[config.mk]
export PLATFORM = sky130hd
export DESIGN_NAME = adder_stim_gen
export DESIGN_NICKNAME = d
export VERILOG_FILES = /design/src/rtl/adder_lab_pkg.sv /design/src/rtl/adder_exp_fifo.sv /design/src/rtl/adder_stim_gen.sv
export SDC_FILE = /design/constraint.sdc
export NUM_CORES = 1
export LEC_CHECK = 0
export CORE_ASPECT_RATIO = 0.8
export CORE_UTILIZATION = 40
export CTS_BUF_LIST = sky130_fd_sc_hd__clkbuf_4 sky130_fd_sc_hd__clkbuf_8
export CTS_CLUSTER_DIAMETER = 120
export DETAILED_ROUTE_END_ITERATION = 6
export GPL_TIMING_DRIVEN = 0
export PLACE_DENSITY_LB_ADDON = 0.12
export REMOVE_ABC_BUFFERS = 1
export SLEW_MARGIN = 30
export SYNTH_ARGS = -nofsm -noshare
export SYNTH_HDL_FRONTEND = slang
export SYNTH_HIERARCHICAL = 1
export SYNTH_SLANG_ARGS = --single-unit
[constraint.sdc]
create_clock -name clk -period 2.85 [get_ports clk]
set_clock_uncertainty 0.2 [all_clocks]
set_input_delay 0.57 -clock clk [delete_from_list [all_inputs] [get_ports clk]]
set_output_delay 0.57 -clock clk [all_outputs]
set_load 0.02 [all_outputs]
[src/rtl/adder_lab_pkg.sv]
// Shared types and constants for the adder lab stimulus generator.
package adder_lab_pkg;

    typedef enum logic [1:0] {
        IDLE = 2'd0,
        RUN  = 2'd1,
        DONE = 2'd2
    } state_t;

    localparam logic [31:0] LFSR_POLY    = 32'h8020_0003;
    localparam logic [31:0] DEFAULT_SEED = 32'hACE1_0001;
    localparam int unsigned CORNER_CNT   = 4;

    // Right-shifting Galois step for x^32+x^22+x^2+x+1.
    function automatic logic [31:0] lfsr_next(input logic [31:0] s);
        return {1'b0, s[31:1]} ^ (s[0] ? LFSR_POLY : 32'h0000_0000);
    endfunction

    function automatic logic [15:0] sat_inc16(input logic [15:0] v);
        return (v == 16'hFFFF) ? v : v + 16'd1;
    endfunction

endpackage

[src/rtl/adder_exp_fifo.sv]
// Expected-sum FIFO: synchronous, power-of-two depth, combinational read of the head.
module adder_exp_fifo
    import adder_lab_pkg::*;
#(
    parameter int unsigned WIDTH = 9,
    parameter int unsigned DEPTH = 4
) (
    input  logic             clk,
    input  logic             rst,
    input  logic             push,
    input  logic             pop,
    input  logic [WIDTH-1:0] din,
    output logic [WIDTH-1:0] dout,
    output logic             full,
    output logic             empty
);

    localparam int unsigned AW = $clog2(DEPTH);

    logic [WIDTH-1:0] mem_q [DEPTH];
    logic [AW:0]      wr_ptr_q;
    logic [AW:0]      rd_ptr_q;

    // The extra pointer bit distinguishes full from empty when the indices match.
    assign empty = (wr_ptr_q == rd_ptr_q);
    assign full  = (wr_ptr_q[AW] != rd_ptr_q[AW]) &&
                   (wr_ptr_q[AW-1:0] == rd_ptr_q[AW-1:0]);
    assign dout  = mem_q[rd_ptr_q[AW-1:0]];

    // Storage and pointer update; push and pop may both happen in one cycle.
    always_ff @(posedge clk or negedge rst) begin
        if (!rst) begin
            wr_ptr_q <= {(AW+1){1'b0}};
            rd_ptr_q <= {(AW+1){1'b0}};
            for (int i = 0; i < int'(DEPTH); i++) begin
                mem_q[i] <= {WIDTH{1'b0}};
            end
        end else begin
            if (push && !full) begin
                mem_q[wr_ptr_q[AW-1:0]] <= din;
                wr_ptr_q <= wr_ptr_q + {{AW{1'b0}}, 1'b1};
            end
            if (pop && !empty) begin
                rd_ptr_q <= rd_ptr_q + {{AW{1'b0}}, 1'b1};
            end
        end
    end

endmodule

[src/rtl/adder_stim_gen.sv]
// Stimulus generator and in-order checker for the lab adder request/response interface.
// Optional macro ADDER_STIM_CORNER_EN prefixes each run with four fixed corner operand pairs.
module adder_stim_gen
    import adder_lab_pkg::*;
#(
    parameter int unsigned WIDTH = 8,
    parameter int unsigned DEPTH = 4,
    parameter logic [31:0] SEED  = DEFAULT_SEED
) (
    input  logic             clk,
    input  logic             rst,
    input  logic             start,
    input  logic [15:0]      num_txn,
    output logic [WIDTH-1:0] a,
    output logic [WIDTH-1:0] b,
    output logic             req_valid,
    input  logic             req_ready,
    input  logic             rsp_valid,
    input  logic [WIDTH:0]   rsp_sum,
    output logic             busy,
    output logic             done,
    output logic [15:0]      pass_cnt,
    output logic [15:0]      fail_cnt,
    output logic             err
);

    state_t           state_q,  state_d;
    logic [31:0]      lfsr_q,   lfsr_d;
    logic [15:0]      num_q,    num_d;
    logic [15:0]      issued_q, issued_d;
    logic [15:0]      recv_q,   recv_d;
    logic [15:0]      pass_q,   pass_d;
    logic [15:0]      fail_q,   fail_d;
    logic             err_q,    err_d;
    logic [WIDTH-1:0] a_q,      a_d;
    logic [WIDTH-1:0] b_q,      b_d;
    logic             busy_q,   busy_d;
    logic             done_q,   done_d;

    logic             xfer_s, pop_s, start_ok_s;
    logic             fifo_full_s, fifo_empty_s;
    logic [WIDTH:0]   exp_s, fifo_dout_s;

    // Valid depends only on registered state, so it cannot drop before req_ready is seen.
    assign req_valid = (state_q == RUN) && (issued_q < num_q) && !fifo_full_s;
    assign xfer_s    = req_valid && req_ready;
    assign pop_s     = rsp_valid && !fifo_empty_s;
    assign start_ok_s = start && (state_q != RUN);
    assign exp_s     = {1'b0, a_q} + {1'b0, b_q};

    adder_exp_fifo #(.WIDTH(WIDTH + 1), .DEPTH(DEPTH)) u_fifo (
        .clk   (clk),
        .rst   (rst),
        .push  (xfer_s),
        .pop   (pop_s),
        .din   (exp_s),
        .dout  (fifo_dout_s),
        .full  (fifo_full_s),
        .empty (fifo_empty_s)
    );

    // Next-state logic for the run FSM, LFSR, operands and result counters.
    always_comb begin
        state_d  = state_q;
        lfsr_d   = lfsr_q;
        num_d    = num_q;
        issued_d = issued_q;
        recv_d   = recv_q;
        pass_d   = pass_q;
        fail_d   = fail_q;
        err_d    = err_q;
        a_d      = a_q;
        b_d      = b_q;

        if (start_ok_s) begin
            num_d    = num_txn;
            issued_d = 16'd0;
            recv_d   = 16'd0;
            pass_d   = 16'd0;
            fail_d   = 16'd0;
            err_d    = 1'b0;
            state_d  = (num_txn == 16'd0) ? DONE : RUN;
        end else if (state_q == RUN && issued_q == num_q && recv_q == num_q) begin
            state_d = DONE;
        end else begin
            state_d = state_q;
        end

        if (xfer_s) begin
            issued_d = sat_inc16(issued_q);
`ifdef ADDER_STIM_CORNER_EN
            if (issued_q >= 16'(CORNER_CNT)) begin
                lfsr_d = lfsr_next(lfsr_q);
            end else begin
                lfsr_d = lfsr_q;
            end
`else
            lfsr_d = lfsr_next(lfsr_q);
`endif
        end else begin
            lfsr_d = lfsr_q;
        end

        if (rsp_valid) begin
            if (pop_s && (fifo_dout_s == rsp_sum)) begin
                pass_d = sat_inc16(pass_d);
            end else begin
                fail_d = sat_inc16(fail_d);
                err_d  = 1'b1;
            end
            if (pop_s) begin
                recv_d = sat_inc16(recv_d);
            end else begin
                recv_d = recv_d;
            end
        end else begin
            recv_d = recv_d;
        end

        if (start_ok_s || xfer_s) begin
`ifdef ADDER_STIM_CORNER_EN
            if (issued_d < 16'(CORNER_CNT)) begin
                case (issued_d[1:0])
                    2'd0:    begin a_d = {WIDTH{1'b0}}; b_d = {WIDTH{1'b0}}; end
                    2'd1:    begin a_d = {WIDTH{1'b1}}; b_d = {WIDTH{1'b0}}; end
                    2'd2:    begin a_d = {WIDTH{1'b1}}; b_d = {WIDTH{1'b1}}; end
                    default: begin a_d = {WIDTH{1'b0}}; b_d = {WIDTH{1'b1}}; end
                endcase
            end else begin
                a_d = lfsr_d[WIDTH-1:0];
                b_d = lfsr_d[WIDTH+15:16];
            end
`else
            a_d = lfsr_d[WIDTH-1:0];
            b_d = lfsr_d[WIDTH+15:16];
`endif
        end else begin
            a_d = a_q;
            b_d = b_q;
        end

        busy_d = (state_d == RUN);
        done_d = (state_d == DONE);
    end

    // State registers; all outputs are driven straight from these.
    always_ff @(posedge clk or negedge rst) begin
        if (!rst) begin
            state_q  <= IDLE;
            lfsr_q   <= SEED;
            num_q    <= 16'd0;
            issued_q <= 16'd0;
            recv_q   <= 16'd0;
            pass_q   <= 16'd0;
            fail_q   <= 16'd0;
            err_q    <= 1'b0;
            a_q      <= {WIDTH{1'b0}};
            b_q      <= {WIDTH{1'b0}};
            busy_q   <= 1'b0;
            done_q   <= 1'b0;
        end else begin
            state_q  <= state_d;
            lfsr_q   <= lfsr_d;
            num_q    <= num_d;
            issued_q <= issued_d;
            recv_q   <= recv_d;
            pass_q   <= pass_d;
            fail_q   <= fail_d;
            err_q    <= err_d;
            a_q      <= a_d;
            b_q      <= b_d;
            busy_q   <= busy_d;
            done_q   <= done_d;
        end
    end

    assign a        = a_q;
    assign b        = b_q;
    assign busy     = busy_q;
    assign done     = done_q;
    assign pass_cnt = pass_q;
    assign fail_cnt = fail_q;
    assign err      = err_q;

endmodule
==> qor.txt <==
NetSw - 0.004161 W
Antenna-violating nets left - 0
Fin crit period - 3135 ps
#FFs+latches synth - 175
Longest Clk Path Bufs - 2
Gpl congestion - 0.8026
RSZ-0062 raised after global routing - yes
Placeable Area - 22620 um^2
Switching share of power - 38.64%
H-tree levels - 4
Crit path kind - flop to flop
CP required - 3040 ps
Gate Count Post-Synth - 927
Ys flop type - dfrtp_1
Register area - 4413 um^2
Internal power - 0.006607 W
Synth top area cells - dfrtp_1 (45%), nand2_1 (6.8%), mux2_2 (4.8%)
DR WL/cell - 17.16 um
VDD IR max - 369.2 uV
Final worst setup slack - -284.7 ps
Slowest-stage cell, CP - dfrtp_4
Top delay family on crit path - simple AND/OR/NAND/NOR gates
First-pass detailed-route iteration total - 5
Initial drt markers - 435
Die area - 23890 um^2
Worst R2R Start - u_fifo/rd_ptr_q[0]
Cell-by-cell trace of the critical path - buf_6 -> buf_12 -> mux4_2 -> xor2_2 -> nor4_4 -> nand3_4 -> or3_4 -> or3_1 -> a21oi_2
Worst-margin pin slew - 673.7 ps
Layout area overhead - 34.91%
Final setup viols - 69
Setup crit end kind - flop
N_diodes - 0
Power share of the sequential group - 36.1%
Initial antenna violation count - 0
FMAX - 319.0 MHz
Comb power frac - 47.1%
CP arrival - 3330 ps
Max Slew Vio Count - 0
Failing checks - setup timing
Max transition margin - 54.86%
Crit. Startpoint - u_fifo/rd_ptr_q[0]
CTS Buf Count - 17
Seq/Total Area, Yosys - 47.16%
Yosys top cell by area - dfrtp_1
Initial Util - 41.15%
Max FO, Critical Path - 6
Global route overflow - 0
Worst min-delay path class - flop to flop
Later-pin clock latency in the skew report - 460 ps
Async set or reset register ratio after synthesis - 100.0%
Die Ht - 138.4 um
# rows - 49
Status - finished with violations
Post-synthesis cell type count - 65
Post-synth EDFFs - 0
Multi-input logic area - 5409 um^2
Max Cap Viol - 0
Nets - 1138
Ys Warns - 6
Critical path endpoint - pass_cnt[4]
Leak pwr - 5.451 nW
Pre-CTS setup slack - -1992 ps
CP Depth - 9
Most common cell after layout, fill and taps aside - nand2_1
CTS tree - built
I/O pins - 82
WP buf/inv - 2
Routed WL - 23.90 mm
Crit path largest cell delay - 520 ps
Most frequent cells in the layout - nand2_1 (157), dfrtp_1 (152), clkdlybuf4s50_1 (78)
Clk network pwr share - 16.8%
Avg Cell Area, Syn - 10.04 um^2
R2R cell count - 9
Vias in the first global route - 7112
Worst-path clk slew - 100 ps
Fin crit share - 110.0%
TritonCTS Sinks - 175
Clock tree root driver cell - clkbuf_8
Endpoints failing hold - 0
Global-route wire length before repair - 38.43 mm
# DRC - 0
Maximum number of pins on one net before global-route repair - 66
Share of post-route cells with drive strength above 1 - 26.40%
Vias/cell - 5.258
IO buf count - 81
Cell Area, Synth - 9309 um^2
# fillers - 1942
Setup slack, reg-to-reg - -280 ps
Power Dens Cells - 857.4 nW/um^2
Reg-to-reg endpoint - pass_cnt[4]
Power Total - 0.01077 W
Total number of vias - 7325
Post-synth top area share - 44.62%
Die X - 172.6 um
Hpwl dp - 14.87 mm
GRT Resource Usage Total - 20.10%
Startpoint Class - flop
registers in the layout, summed over array words and instances (netlist names):
register	count
pass_cnt	16
done	1
recv_q	16
err	1
u_fifo/mem_q	36
issued_q	16
fail_cnt	16
state_q	2
b	8
a	8
busy	1
num_q	16
lfsr_q	32
u_fifo/wr_ptr_q	3
u_fifo/rd_ptr_q	3
worst register-to-register path: stages, from the launching register on:
cell and delay (ps):
dfrtp_4 520, buf_6 150, buf_12 130, mux4_2 440, xor2_2 170, nor4_4 440, nand3_4 120, or3_4 440
or3_1 340, a21oi_2 120
synth_stat cells, types with 10 or more instances:
library cell	instances
nor3_1	24
and2_1	10
xor2_1	35
buf_2	14
clkbuf_1	20
nand2_1	168
o21ai_0	51
mux2_2	40
nand3_1	34
nor4_1	23
nand4_1	19
dfrtp_1	166
inv_1	41
a21oi_1	29
xnor2_1	33
nor2_1	49
ha_1	33
mux2i_1	15
metal layers:
layer | GRT usage, % | part of all wire (%) | vias to the layer above
li1 | - | - | 3538
met1 | 29.63 | 49 | 3619
met2 | 30.56 | 46 | 151
met3 | 3.053 | 3.3 | 17
met4 | 5.686 | 1.1 | 0
met5 | 0 | 0 | -
power by group through the flow:
stage	registers, W	logic (W)	clock network, W
6_report	0.00388	0.00507	0.00181
5_1_grt	0.00398	0.00550	0.00196
4_1_cts	0.00386	0.00463	0.00186
3_5_place_dp	0.00397	0.00363	0
3_3_place_gp	0.00397	0.00352	0
2_1_floorplan	0.00392	0.00242	0
metrics by stage:
stage / setup TNS [ps] / hold slack (ps) / area, um^2 / util [%] / instances
global placement: -1754450 / 248.5 / 10320 / 45.63 / 1276
CTS: -12290 / 270.5 / 11930 / 52.74 / 1361
floorplan: -239690 / 74.41 / 9130 / - / 889
detailed placement: -204170 / 251.4 / 10490 / 46.39 / 1285
global route: -18830 / 287.1 / 12560 / 55.51 / 1393
finish: -9536 / 264.9 / 12560 / 55.51 / 1393
how the worst min path moves through the flow:
stage,cells past startpoint,from,end
6_report,2,lfsr_q[29],lfsr_q[29]
5_1_grt,2,lfsr_q[23],lfsr_q[23]
4_1_cts,2,lfsr_q[16],lfsr_q[16]
3_5_place_dp,2,lfsr_q[29],lfsr_q[29]
3_3_place_gp,2,lfsr_q[31],lfsr_q[31]
2_1_floorplan,0,rst,a[0]
cell type report:
cell class,count,area share [%]
clock buffers,19,1.983
flip-flops and latches,175,35.14
repair buffers,164,14.21
inverters,41,1.325
well taps,306,3.049
multi-input cells,675,43.07
clock inverters,13,1.225
repair_timing:
action / 4_1_cts / 5_1_grt
pin swaps: 28 / 40
buffers inserted: 38 / 36
hold buffers: 1 / 0
hold endpoints to repair: 51 / 0
endpoints found under the setup margin: 153 / 138
resized for setup: 119 / 110
cloned: 5 / 2
cells by family (layout without fill, tap and decap cells):
logic type	Yosys count	count (layout)	share of synthesized area (%)
flops	175	175	47.16
mux	64	64	8.629
buf+inv	79	237	3.575
fa+ha+maj	34	34	4.651
simple gates	369	371	18.88
compound gates	135	135	10.05
xor+xnor	71	71	7.043
(Power assumes the default switching activity.)
